--- src/rtl/click_pkg.sv ---
// rtl/click_pkg.sv - shared types and defaults for the click channel bridges
package click_pkg;

  typedef enum logic [1:0] {
    IDLE     = 2'd0,
    SETUP    = 2'd1,
    WAIT_ACK = 2'd2
  } click_state_t;

  localparam int CLICK_SYNC_STAGES  = 2;
  localparam int CLICK_SETUP_CYCLES = 1;

endpackage

--- src/rtl/click_sync.sv ---
// rtl/click_sync.sv - N-stage single-bit synchroniser, clears to 0 on reset
module click_sync
  import click_pkg::*;
#(
  parameter int N = CLICK_SYNC_STAGES
) (
  input  logic clk,
  input  logic rst_n,
  input  logic d,
  output logic q
);

  logic [N-1:0] chain;

  always_ff @(posedge clk) begin
    if (!rst_n) begin
      chain <= '0;
    end else begin
      chain <= {chain[N-2:0], d};
    end
  end

  assign q = chain[N-1];

endmodule

--- src/rtl/click_sync_tx.sv ---
// rtl/click_sync_tx.sv - valid/ready stream to 2-phase bundled-data click channel
module click_sync_tx
  import click_pkg::*;
#(
  parameter int WIDTH        = 8,
  parameter int SYNC_STAGES  = CLICK_SYNC_STAGES,
  parameter int SETUP_CYCLES = CLICK_SETUP_CYCLES
) (
  input  logic             clk,
  input  logic             rst_n,
  input  logic             in_valid,
  output logic             in_ready,
  input  logic [WIDTH-1:0] in_data,
  output logic             out_req,
  input  logic             out_ack,
  output logic [WIDTH-1:0] out_data,
  output logic             err
);

  // Counter only ever holds SETUP_CYCLES-1 down to 0.
  localparam int CW = $clog2(SETUP_CYCLES + 1);
  localparam logic [CW-1:0] CNT_INIT = CW'(SETUP_CYCLES - 1);

  click_state_t     state, state_d;
  logic [CW-1:0]    cnt, cnt_d;
  logic             req_q, req_d;
  logic [WIDTH-1:0] data_q, data_d;
  logic             err_q, err_d;
  logic             ack_s;
  logic             ack_match;

  click_sync #(.N(SYNC_STAGES)) u_ack_sync (
    .clk   (clk),
    .rst_n (rst_n),
    .d     (out_ack),
    .q     (ack_s)
  );

  assign ack_match = (ack_s == req_q);
  assign in_ready  = (state == IDLE) && rst_n;

  always_ff @(posedge clk) begin
    if (!rst_n) begin
      state  <= IDLE;
      cnt    <= '0;
      req_q  <= 1'b0;
      data_q <= '0;
      err_q  <= 1'b0;
    end else begin
      state  <= state_d;
      cnt    <= cnt_d;
      req_q  <= req_d;
      data_q <= data_d;
      err_q  <= err_d;
    end
  end

  always_comb begin
    state_d = state;
    cnt_d   = cnt;
    req_d   = req_q;
    data_d  = data_q;
    err_d   = err_q;
    case (state)
      IDLE: begin
        // Ack may only move while a token is outstanding.
        if (!ack_match) err_d = 1'b1;
        if (in_valid && in_ready) begin
          data_d  = in_data;
          cnt_d   = CNT_INIT;
          state_d = SETUP;
        end
      end
      SETUP: begin
        if (!ack_match) err_d = 1'b1;
        if (cnt == '0) begin
          req_d   = ~req_q;
          state_d = WAIT_ACK;
        end else begin
          cnt_d = cnt - 1'b1;
        end
      end
      WAIT_ACK: begin
        if (ack_match) state_d = IDLE;
      end
      default: state_d = IDLE;
    endcase
  end

  assign out_req  = req_q;
  assign out_data = data_q;
  assign err      = err_q;

endmodule

--- config.mk ---
export PLATFORM = sky130hd
export DESIGN_NAME = click_sync_tx
export DESIGN_NICKNAME = d
export VERILOG_FILES = /design/src/rtl/click_pkg.sv /design/src/rtl/click_sync.sv /design/src/rtl/click_sync_tx.sv
export SDC_FILE = /design/constraint.sdc
export NUM_CORES = 1
export LEC_CHECK = 0
export ABC_AREA = 1
export BUFFER_PORTS_ARGS = -buffer_cell sky130_fd_sc_hd__buf_2
export CORE_ASPECT_RATIO = 1.5
export CORE_MARGIN = 2
export CORE_UTILIZATION = 30
export CTS_CLUSTER_DIAMETER = 150
export DETAILED_ROUTE_END_ITERATION = 7
export PLACE_DENSITY_LB_ADDON = 0.25
export SETUP_SLACK_MARGIN = 0.05
export SLEW_MARGIN = 20
export SYNTH_ARGS = -nofsm -noshare
export SYNTH_HDL_FRONTEND = slang
export SYNTH_HIERARCHICAL = 1
export SYNTH_SLANG_ARGS = --single-unit
export TNS_END_PERCENT = 5
--- constraint.sdc ---
create_clock -name clk -period 2.7 [get_ports clk]
set_clock_uncertainty 0.05 [all_clocks]
set_input_delay 0.54 -clock clk [delete_from_list [all_inputs] [get_ports clk]]
set_output_delay 0.54 -clock clk [all_outputs]
set_load 0.03 [all_outputs]
==> run metrics <==
postcts setup bufs 0; CP bufs+invs 3; # DRC 0; Max FO, Critical Path 21; Setup WS pre-CTS approximately 0.78 ns; CTS tree yes; I/O pins 23; post-layout util 0.395; share of cells above drive strength 1 0.235; crit share post-route 0.708; critical path's slowest cell buf_2; power density over cell area about 590 nW/µm²; Final Wtd Congestion approximately 0.63; Area Growth Syn to Fin 23.8%; Hold WC Path Type reg -> reg; RR Startpoint state[1]$_SDFFE_PN0P_; worst setup path start rst_n; most common cell after layout, fill and taps aside inv_1; Post-DP HPWL roughly 890 µm; Die Footprint about 2600 µm²; Routed WL approximately 1200 µm; IO Port Bufs 22; final hold violations 0; Hold Startpoint u_ack_sync/chain[0]$_SDFF_PN0_; setup ws final a little under 0.8 ns; most frequent cells in the layout inv_1, buf_2, nand2_1; final instance area 801 µm²; total nets after synthesis about 110; fin nets between 100 and 150; Setup TNS Final 0 ns; H-tree Lvls 1; final setup vio count 0; Post-Syn Area roughly 650 µm²; hold_buf cts 0; antenna violations before repair 0; CP Capture Type output pin; CTS buffer count 3; DRT iter0 DRCs 12; chip width 41.9 µm; CTS Buffer Depth 2; global-route wire length before repair between 1500 and 2000 µm; Crit path top cell by count buf_2; antenna cells 0; setup repair after global routing missed its margin no; largest net degree at the start of global routing 22; peak supply drop between 0.0002 and 0.00025 V; post-route minimum period roughly 1.9 ns; kind of critical path in -> out; max_cap viols 0; routed via count between 500 and 600; Final ANT Viol Nets 0; sequential fraction of the synthesis area 0.433; Data required, critical path 2.11 ns; WL/cell around 8.3 µm; outcome complete, no violations; synthesis-stage register bit count 14; worst-skew pair later-pin latency 0.28 ns; Site Rows 20; clk root buf clkbuf_4; FMAX 523 MHz; total track usage 0.109; mean post-synth cell area between 6 and 7 µm²; Pleak between 0.0004 and 0.0005 µW; Max Slew Vio Count 0; number of detailed-route iterations in the first pass 4; grt ovf 0; Initial Util 0.319; Worst path max stage delay approximately 0.30 ns; PostCTS Resize Cnt 0; Worst Tran Pin Value approximately 0.34 ns; CTS clk-pin slew, worst paths approximately 0.080 ns; Slew HR 0.775; Hold Worst Slack between 0.3 and 0.4 ns; CTS Sinks 14; Area after DPL 764 µm²; vias in the first global route ~490; core area 2030 µm²; Filler cells approximately 230; synthesized netlist cell count between 90 and 100; CP delay by family, top buffers and inverters; crit start category input pin; cell chain of the critical path buf_2 -> inv_1 -> nor3_1 -> buf_2; WP data arrival 1.32 ns; Vias/cell around 4.1; die height ~61 µm; number of library cell types mapped by synthesis 13; Yosys warnings 6
## path summary, 6_finish.rpt
check	slack [ns]	depth (start not counted)	endpoint
max	0.79	4	in_ready
min	0.37	2	u_ack_sync/chain[1]$_SDFF_PN0_
max reg2reg	1.63	5	out_data[2]$_SDFFE_PN0P_
min reg2reg	0.37	2	u_ack_sync/chain[1]$_SDFF_PN0_
## layout make-up
| class | count | area [µm²] | share of cell area |
|---|---|---|---|
| clock buffers | 4 | 36.3 | 0.0453 |
| inverters | 32 | 120 | 0.150 |
| multi-input cells | 47 | 226 | 0.283 |
| flip-flops and latches | 14 | 280 | 0.350 |
| well taps | 22 | 27.5 | 0.0344 |
| repair buffers | 22 | 110 | 0.138 |
## stage by stage
| step | power [µW] | std cells |
|---|---|---|
| 6_report | 476 | 141 |
| 3_5_place_dp | 329 | 137 |
| 4_1_cts | 483 | 141 |
| 2_1_floorplan | 304 | 96 |
| 5_1_grt | 504 | 141 |
| 3_3_place_gp | 327 | 137 |
## synth_stat cells
cell	count	area (µm²)
a21oi_1	3	15.0
buf_2	1	5.00
buf_4	2	15.0
dfxtp_1	14	280
inv_1	32	120
nand2_1	21	78.8
nand3_1	2	10.0
nand3_4	1	17.5
nand4_1	8	50.1
nor2_1	9	33.8
nor2_4	1	11.3
nor3_1	1	5.00
o21ai_0	1	5.00
## kinds of logic (layout without fill, tap and decap cells)
kind of cell    count (synthesis)  in the layout  share of synthesized area
flops                          14             14                      0.433
compound gates                  4              4                     0.0309
simple gates                   43             43                      0.319
buf+inv                        35             58                      0.217
## state kept, by name, summed over array words and instances, names as in the netlist
name and count:
out_req 1, err 1, state 2, u_ack_sync/chain 2
out_data 8
## metal layers
| metal | track usage | part of all wire |
|---|---|---|
| met1 | 0.124 | 0.47 |
| met2 | 0.165 | 0.44 |
| met3 | 0.0238 | 0.054 |
| met4 | 0.111 | 0.038 |
| met5 | 0 | 0 |
## report_power, final
| group | switching, µW | internal (µW) | leakage [µW] |
|---|---|---|---|
| Clock | 70.5 | 82.2 | 0.0000210 |
| Combinational | 63.4 | 31.2 | 0.000344 |
| Sequential | 7.58 | 221 | 0.000115 |
| Total | 142 | 334 | 0.000480 |
## tightest hold or removal path, cell delays in order, from the launching register on
cell and delay [ns]:
dfxtp_1 0.32, nand2_1 0.05, inv_1 0.04
(Power assumes the default switching activity.)
